<file path="src/rtl/mycpu_pkg.sv">
// Shared definitions for the mycpu writeback slice: widths, load-op encoding,
// and register-file byte-enable patterns (including the LWL/LWR partial-write masks).
package mycpu_pkg;

   localparam int DATA_W = 32;
   localparam int ADDR_W = 5;
   localparam int PC_W   = 32;
   localparam int BE_W   = 4;

   typedef enum logic [2:0] {
      LOAD_NONE = 3'd0,
      LOAD_LB   = 3'd1,
      LOAD_LBU  = 3'd2,
      LOAD_LH   = 3'd3,
      LOAD_LHU  = 3'd4,
      LOAD_LW   = 3'd5,
      LOAD_LWL  = 3'd6,
      LOAD_LWR  = 3'd7
   } load_op_e;

   localparam logic [BE_W-1:0] BE_NONE = 4'b0000;
   localparam logic [BE_W-1:0] BE_ALL  = 4'b1111;

   // LWL fills from the top byte down; LWR fills from the bottom byte up.
   function automatic logic [BE_W-1:0] lwl_be(input logic [1:0] addr_lo);
      case (addr_lo)
         2'd0:    lwl_be = 4'b1000;
         2'd1:    lwl_be = 4'b1100;
         2'd2:    lwl_be = 4'b1110;
         default: lwl_be = 4'b1111;
      endcase
   endfunction

   function automatic logic [BE_W-1:0] lwr_be(input logic [1:0] addr_lo);
      case (addr_lo)
         2'd0:    lwr_be = 4'b1111;
         2'd1:    lwr_be = 4'b0111;
         2'd2:    lwr_be = 4'b0011;
         default: lwr_be = 4'b0001;
      endcase
   endfunction

endpackage

</file>
<file path="src/rtl/mycpu_load_align.sv">
// Combinational load data alignment and byte-enable generation for writeback.
// LWL/LWR merging is built only with MYCPU_UNALIGNED_LOAD_EN; otherwise they produce no write.
module mycpu_load_align
   import mycpu_pkg::*;
#(
   parameter int DATA_WIDTH = DATA_W
) (
   input  logic [2:0]            load_op,
   input  logic [1:0]            addr_lo,
   input  logic [DATA_WIDTH-1:0] word,
   output logic [DATA_WIDTH-1:0] data,
   output logic [BE_W-1:0]       be
);

   logic [DATA_WIDTH-1:0] word_shr;
   logic [7:0]            sel_byte;
   logic [15:0]           sel_half;

   always_comb begin
      word_shr = word >> {addr_lo, 3'b000};
      sel_byte = word_shr[7:0];
      sel_half = addr_lo[1] ? word[31:16] : word[15:0];
      data     = word;
      be       = BE_ALL;
      case (load_op_e'(load_op))
         LOAD_LB:  data = {{(DATA_WIDTH-8){sel_byte[7]}}, sel_byte};
         LOAD_LBU: data = {{(DATA_WIDTH-8){1'b0}}, sel_byte};
         LOAD_LH:  data = {{(DATA_WIDTH-16){sel_half[15]}}, sel_half};
         LOAD_LHU: data = {{(DATA_WIDTH-16){1'b0}}, sel_half};
`ifdef MYCPU_UNALIGNED_LOAD_EN
         // ~addr_lo equals 3-addr_lo for a 2-bit offset.
         LOAD_LWL: begin
            data = word << {~addr_lo, 3'b000};
            be   = lwl_be(addr_lo);
         end
         LOAD_LWR: begin
            data = word_shr;
            be   = lwr_be(addr_lo);
         end
`else
         LOAD_LWL: be = BE_NONE;
         LOAD_LWR: be = BE_NONE;
`endif
         default: ;
      endcase
   end

endmodule

</file>
<file path="src/rtl/mycpu_wb_stage.sv">
// Writeback stage: one pipeline register, per-byte register-file write, decode bypass, trace port.
// Optional LWL/LWR support is enabled by defining MYCPU_UNALIGNED_LOAD_EN.
module mycpu_wb_stage
   import mycpu_pkg::*;
#(
   parameter int DATA_WIDTH = DATA_W,
   parameter int ADDR_WIDTH = ADDR_W
) (
   input  logic                  clk,
   input  logic                  rst,
   input  logic                  ms_to_ws_valid,
   output logic                  ws_allowin,
   input  logic [31:0]           ms_pc,
   input  logic                  ms_gr_we,
   input  logic [ADDR_WIDTH-1:0] ms_dest,
   input  logic [2:0]            ms_load_op,
   input  logic [1:0]            ms_addr_lo,
   input  logic [DATA_WIDTH-1:0] ms_result,
   input  logic                  wb_stall,
   output logic [3:0]            rf_wen,
   output logic [ADDR_WIDTH-1:0] rf_waddr,
   output logic [DATA_WIDTH-1:0] rf_wdata,
   output logic                  ws_fwd_valid,
   output logic [ADDR_WIDTH-1:0] ws_fwd_dest,
   output logic [DATA_WIDTH-1:0] ws_fwd_data,
   output logic [31:0]           debug_wb_pc,
   output logic [3:0]            debug_wb_rf_wen,
   output logic [ADDR_WIDTH-1:0] debug_wb_rf_wnum,
   output logic [DATA_WIDTH-1:0] debug_wb_rf_wdata
);

   logic                  ws_valid_q,   ws_valid_d;
   logic [31:0]           pc_q,         pc_d;
   logic                  gr_we_q,      gr_we_d;
   logic [ADDR_WIDTH-1:0] dest_q,       dest_d;
   logic [2:0]            load_op_q,    load_op_d;
   logic [1:0]            addr_lo_q,    addr_lo_d;
   logic [DATA_WIDTH-1:0] result_q,     result_d;

   logic                  ws_ready_go;
   logic                  accept;
   logic                  writes_gpr;
   logic [DATA_WIDTH-1:0] align_data;
   logic [BE_W-1:0]       align_be;

   mycpu_load_align #(
      .DATA_WIDTH (DATA_WIDTH)
   ) u_load_align (
      .load_op (load_op_q),
      .addr_lo (addr_lo_q),
      .word    (result_q),
      .data    (align_data),
      .be      (align_be)
   );

   always_comb begin
      ws_ready_go = !wb_stall;
      ws_allowin  = !ws_valid_q || ws_ready_go;
      accept      = ms_to_ws_valid && ws_allowin;

      ws_valid_d = ws_valid_q;
      pc_d       = pc_q;
      gr_we_d    = gr_we_q;
      dest_d     = dest_q;
      load_op_d  = load_op_q;
      addr_lo_d  = addr_lo_q;
      result_d   = result_q;
      if (accept) begin
         ws_valid_d = 1'b1;
         pc_d       = ms_pc;
         gr_we_d    = ms_gr_we;
         dest_d     = ms_dest;
         load_op_d  = ms_load_op;
         addr_lo_d  = ms_addr_lo;
         result_d   = ms_result;
      end else if (ws_ready_go) begin
         ws_valid_d = 1'b0;
      end
   end

   always_ff @(posedge clk) begin
      if (rst) begin
         ws_valid_q <= 1'b0;
         pc_q       <= '0;
         gr_we_q    <= 1'b0;
         dest_q     <= '0;
         load_op_q  <= '0;
         addr_lo_q  <= '0;
         result_q   <= '0;
      end else begin
         ws_valid_q <= ws_valid_d;
         pc_q       <= pc_d;
         gr_we_q    <= gr_we_d;
         dest_q     <= dest_d;
         load_op_q  <= load_op_d;
         addr_lo_q  <= addr_lo_d;
         result_q   <= result_d;
      end
   end

   // A load with an empty byte mask (LWL/LWR when unsupported) neither writes nor forwards.
   always_comb begin
      writes_gpr   = gr_we_q && (dest_q != '0) && (align_be != BE_NONE);
      rf_wen       = (ws_valid_q && ws_ready_go && writes_gpr && !rst) ? align_be : BE_NONE;
      rf_waddr     = dest_q;
      rf_wdata     = align_data;
      ws_fwd_valid = ws_valid_q && writes_gpr;
      ws_fwd_dest  = dest_q;
      ws_fwd_data  = align_data;
   end

   assign debug_wb_pc       = pc_q;
   assign debug_wb_rf_wen   = rf_wen;
   assign debug_wb_rf_wnum  = dest_q;
   assign debug_wb_rf_wdata = rf_wdata;

endmodule

</file>
<file path="config.mk">
export PLATFORM = sky130hd
export DESIGN_NAME = mycpu_wb_stage
export DESIGN_NICKNAME = d
export VERILOG_FILES = /design/src/rtl/mycpu_pkg.sv /design/src/rtl/mycpu_load_align.sv /design/src/rtl/mycpu_wb_stage.sv
export SDC_FILE = /design/constraint.sdc
export NUM_CORES = 1
export LEC_CHECK = 0
export CORE_MARGIN = 3
export CORE_UTILIZATION = 42
export DETAILED_ROUTE_END_ITERATION = 8
export PLACE_DENSITY = 0.94
export SLEW_MARGIN = 0
export SYNTH_ARGS = -nofsm -noshare
export SYNTH_HDL_FRONTEND = slang
export SYNTH_SLANG_ARGS = --single-unit
export TNS_END_PERCENT = 1
</file>
<file path="constraint.sdc">
create_clock -name clk -period 6.16 [get_ports clk]
set_input_delay 1.848 -clock clk [delete_from_list [all_inputs] [get_ports clk]]
set_output_delay 1.848 -clock clk [all_outputs]
set_load 0.03 [all_outputs]
</file>
* Yosys cells after proc, flatten, opt, wreduce, memory -nomap -nowiden
Cells that the tools add are included.
** Storage, ports and cells
- Flip-flop bits (word level) :: 76
- Input bits :: 79
- Word-level logic and storage cells :: 35
- Output and inout port bits :: 153
** Cells by class
- Mux-type cells :: 6
- Equal/unequal tests :: 7
- Reductions and logical operators :: 14
- Shifts and indexed selects :: 1
** Operators with widths (count)
- one-hot mux 32 bit (4 select lines) :: 1
- >> shifter 32 x 5 -> 8 bit :: 1
- two-way mux 16 bit :: 1
- == test 3 bit (second input constant) :: 3
- two-way mux 4 bit :: 2
- logical AND 1 bit :: 7
- == test 3 x 2 -> 1 bit (second input constant) :: 2
- nonzero test 5 bit :: 1
- nonzero test 4 bit :: 1
- == test 3 x 1 -> 1 bit (second input constant) :: 1
- zero test 1 bit :: 3
- two-way mux 1 bit :: 2
- inequality test 2 x 1 -> 1 bit (second input constant) :: 1
- OR reduction 2 bit :: 1
- logical OR 1 bit :: 1

* Longest topological paths before layout
- Depth in word-level cells :: 8
- Depth in mapped cells :: 7
- Gate-level depth less buffers :: 4

* By module
From an unflattened synthesis, not the netlist that was laid out.
** Unflattened totals
- Cell total of the unflattened synthesis :: 549
- Area total of the unflattened synthesis :: 4287.9 µm²
** By module, submodules not included
- mycpu_wb_stage :: instances 1, cells each 420, sequential area each 1521.5 µm², area each 3337.0 µm²
- mycpu_load_align :: instances 1, cells each 129, sequential area each 0.0 µm², area each 950.9 µm²

* Worst setup path before layout
OpenSTA, ideal clock, no wires.
- Kind :: input to output
- Start :: in rst
- End :: out debug_wb_rf_wen[1]
- Slack :: 705 ps
- Data arrival time :: 3607 ps
- Required time :: 4312 ps
- Cell stages on the path :: 4
- Path buffers :: 3
- Cells stage by stage :: clkbuf_1 clkbuf_1 nor3b_1 buf_4
** Between the ends
- Word-level cells in the longest chain between the ends :: 3
** RTL lines
- from (decl) :: line mycpu_wb_stage.sv:10 : input logic rst,
- zero test 1 bit :: line mycpu_wb_stage.sv:104 : rf_wen = (ws_valid_q && ws_ready_go && writes_gpr && !rst) ? align_be : BE_NONE;
- logical AND 1 bit :: line mycpu_wb_stage.sv:104
- two-way mux 4 bit :: line mycpu_wb_stage.sv:104
- to (decl) :: line mycpu_wb_stage.sv:27 : output logic [3:0] debug_wb_rf_wen,
Every way passes these cells.

* Worst setup path in the final report
- Start :: in wb_stall
- End :: out rf_wen[0]
** Between the ends
- Word-level cells in the longest chain between the ends :: 5
** RTL lines
- from (decl) :: line mycpu_wb_stage.sv:19 : input logic wb_stall,
- zero test 1 bit :: line mycpu_wb_stage.sv:57 : ws_ready_go = !wb_stall;
- logical AND 1 bit (3 in a row) :: line mycpu_wb_stage.sv:104
- two-way mux 4 bit :: line mycpu_wb_stage.sv:104
- to (decl) :: line mycpu_wb_stage.sv:20 : output logic [3:0] rf_wen,
Every way passes these cells.

==> results.sh <==
export IMPL_synth_xor_xnor_area_share_pct=0.998
export IMPL_multi_input_area_um2=1850
export IMPL_core_area_um2=9420
export IMPL_synth_seq_cells=76
export IMPL_pwr_density_cell_nw_per_um2=244
export IMPL_crit_type="input pin to output port"
export IMPL_drive_gt1_share_pct=5.67
export IMPL_synth_top_family_by_area="compound AO/OA/AOI/OAI gates"
export IMPL_slowest_stage="clkdlybuf4s50_1"
export IMPL_worst_path_buf_inv=3
export IMPL_row_count=35
export IMPL_syn_num_nets=613
export IMPL_start_kind="input pin"
export IMPL_synth_avg_cell_area_um2=7.75
export IMPL_ys_types=44
export IMPL_seq_area_um2=1520
export IMPL_final_cell_mix="clkdlybuf4s50_1 (230), nand2_1 (161), a21oi_1 (81), dfxtp_1 (76), a21o_1 (16)"
export IMPL_async_flop_share_pct=0
export IMPL_cp_max_fo=8
export IMPL_outcome="completed"
export IMPL_grt_max_degree=77
export IMPL_setup_tns_ps=0
export IMPL_synthCells=534
export IMPL_grt_pass1_vias=3952
export IMPL_place_ws_ps=930
export IMPL_end_kind="output port"
export IMPL_finClkSkew_ps=9.98
export IMPL_cts_setup_buffers=0
export IMPL_gr_total_overflow=0
export IMPL_relSlewSlack_pct=23.5
export IMPL_final_common_cell="clkdlybuf4s50_1"
export IMPL_synthMuxAreaShare_pct=5.23
export IMPL_fin_ws_ps=925
export IMPL_synth_warnings=0
export IMPL_hpwl_um=9480
export IMPL_synth_top_area_cell="dfxtp_1"
export IMPL_fin_crit_sh_pct=85.0
export IMPL_p_total_uw=1490
export IMPL_place_congestion=0.930
export IMPL_fill_cells=761
export IMPL_drt_vias_per_instance=5.07
export IMPL_synth_top_cells_by_area="dfxtp_1 (37%), buf_4 (15%), nand2_1 (15%)"
export IMPL_antenna_cells=0
export IMPL_synth_ff_type="dfxtp_1"
export IMPL_antenna_found_initial=1
export IMPL_die_area_um2=11100
export IMPL_routed_wl_um=12600
export IMPL_min_period_ps=5240
export IMPL_slew_viol_final=0
export IMPL_worst_path_dominant_cell_family="buffers and inverters"
export IMPL_drt_pass1_iterations=4
export IMPL_yosysTopAreaCellShare_pct=36.8
export IMPL_post_route_util_pct=64.8
export IMPL_detail_route_antenna_nets=0
export IMPL_ys_seq_area_share_pct=36.8
export IMPL_power_leakage_uw=0.00232
export IMPL_crit_arrival_ps=3390
export IMPL_cts_sinks=76
export IMPL_cts_tree="built"
export IMPL_syn_to_final_growth_pct=47.4
export IMPL_dpl_cell_area_um2=5880
export IMPL_synth_edf_count=0
export IMPL_h_tree_depth=3
export IMPL_post_drt_wl_per_cell_um=15.8
export IMPL_die_x_um=105
export IMPL_hold_viol=0
export IMPL_cts_root_buf="clkbuf_8"
export IMPL_min_path_type="flop to flop"
export IMPL_critical_path_required_ps=4310
export IMPL_grtUsageTotal_pct=21.6
export IMPL_numCtsBuffers=9
export IMPL_worst_pin_slew_ps=1150
export IMPL_io_pins=232
export IMPL_setup_viol=0
export IMPL_clock_fmax_ghz=0.191
export IMPL_clkLatencyLatePin_ps=340
export IMPL_rsz0062_at_grt="no"
export IMPL_critical_path_max_stage_delay_ps=700
export IMPL_ctsHoldBuffers=0
export IMPL_synthAdderAreaFrac_pct=0
export IMPL_clockBufferDepth=2
export IMPL_syn_area_um2=4140
export IMPL_crit_top_cell="clkdlybuf4s50_1"
export IMPL_drc=0
export IMPL_cts_clk_slew_worst_paths_ps=80
export IMPL_drt_iter0_markers=193
export IMPL_numPortBuffers=231
export IMPL_cap_violations=0
export IMPL_path_cells="clkdlybuf4s50_1 > nor3b_1 > buf_4 > clkdlybuf4s50_1"
export IMPL_synth_compound_area_share_pct=20.7
export IMPL_post_cts_resized=0
export IMPL_start_util_pct=43.9
export IMPL_nets=744
export IMPL_peakVddDrop_mv=0.151
export IMPL_vias=4053
export IMPL_grt_pass1_wl_um=19600
export IMPL_die_h_um=105
export IMPL_final_area_um2=6100
export IMPL_synthSimpleGateAreaFrac_pct=17.7
-- worst reg2reg max path, cell delays in order, from the launching register on --
cell and delay (ps):
dfxtp_1 370, nand2_1 110, nand2_2 540, buf_4 520
nand2_1 150, a21oi_1 170
-- layout make-up --
class                   count  area share (%)
clock buffers              10            2.09
repair buffers            236            38.5
flip-flops and latches     76            25.0
clock inverters             6            1.46
multi-input cells         341            30.3
well taps                 129            2.65
inverters                   1          0.0616
-- cell families after synthesis --
group | count (synthesis)
xor+xnor | 3
flops | 76
buf+inv | 117
mux | 20
simple gates | 183
compound gates | 135
-- Yosys cell counts (2+ instances only) --
master	count
o21ai_1	2
buf_1	9
a2bb2oi_1	3
nor3b_1	2
buf_2	6
a21boi_0	3
mux2_2	5
nand2_1	162
a21o_1	16
a221oi_1	3
clkbuf_1	16
buf_4	84
o22ai_1	2
o31ai_1	3
nor2_1	7
mux2i_1	13
o21a_1	5
mux2_4	2
a22oi_1	3
a21oi_1	81
and2_1	3
a221o_1	6
dfxtp_1	76
o221ai_1	2
-- through the flow --
| stage | hold slack (ps) | cells |
|---|---|---|
| finish | 457 | 799 |
| global route | 482 | 799 |
| CTS | 461 | 799 |
| detailed placement | 450 | 783 |
| global placement | 442 | 783 |
| floorplan | 437 | 534 |
-- worst paths after layout --
kind,slack [ps],start,depth (start not counted),endpoint
setup / recovery,920,wb_stall,4,rf_wen[0]
setup reg to reg,4250,ws_valid_q$_SDFFE_PP0P_,5,result_q[18]$_SDFFE_PP0P_
hold / removal,460,debug_wb_pc[4]$_SDFFE_PP0P_,2,debug_wb_pc[4]$_SDFFE_PP0P_
hold reg to reg,460,debug_wb_pc[4]$_SDFFE_PP0P_,2,debug_wb_pc[4]$_SDFFE_PP0P_
-- registers in the layout, indices dropped and copies added (netlist names) --
signal / flops
gr_we_q: 1
debug_wb_pc: 32
result_q: 32
debug_wb_rf_wnum: 5
load_op_q: 3
ws_valid_q: 1
addr_lo_q: 2
-- routing by layer --
metal | up-vias | track usage [%] | share of wire (%)
li1 | 1959 | - | -
met1 | 1859 | 24.0 | 38
met2 | 210 | 37.8 | 49
met3 | 23 | 8.27 | 10
met4 | 2 | 7.31 | 2.3
met5 | - | 0 | 0.10
-- where the power goes --
part / internal [µW] / leakage (µW) / switching [µW]
Sequential: 520 / 0.000626 / 30.8
Combinational: 222 / 0.00159 / 294
Clock: 228 / 0.000102 / 190
Total: 971 / 0.00232 / 515
(Power assumes the default switching activity.)
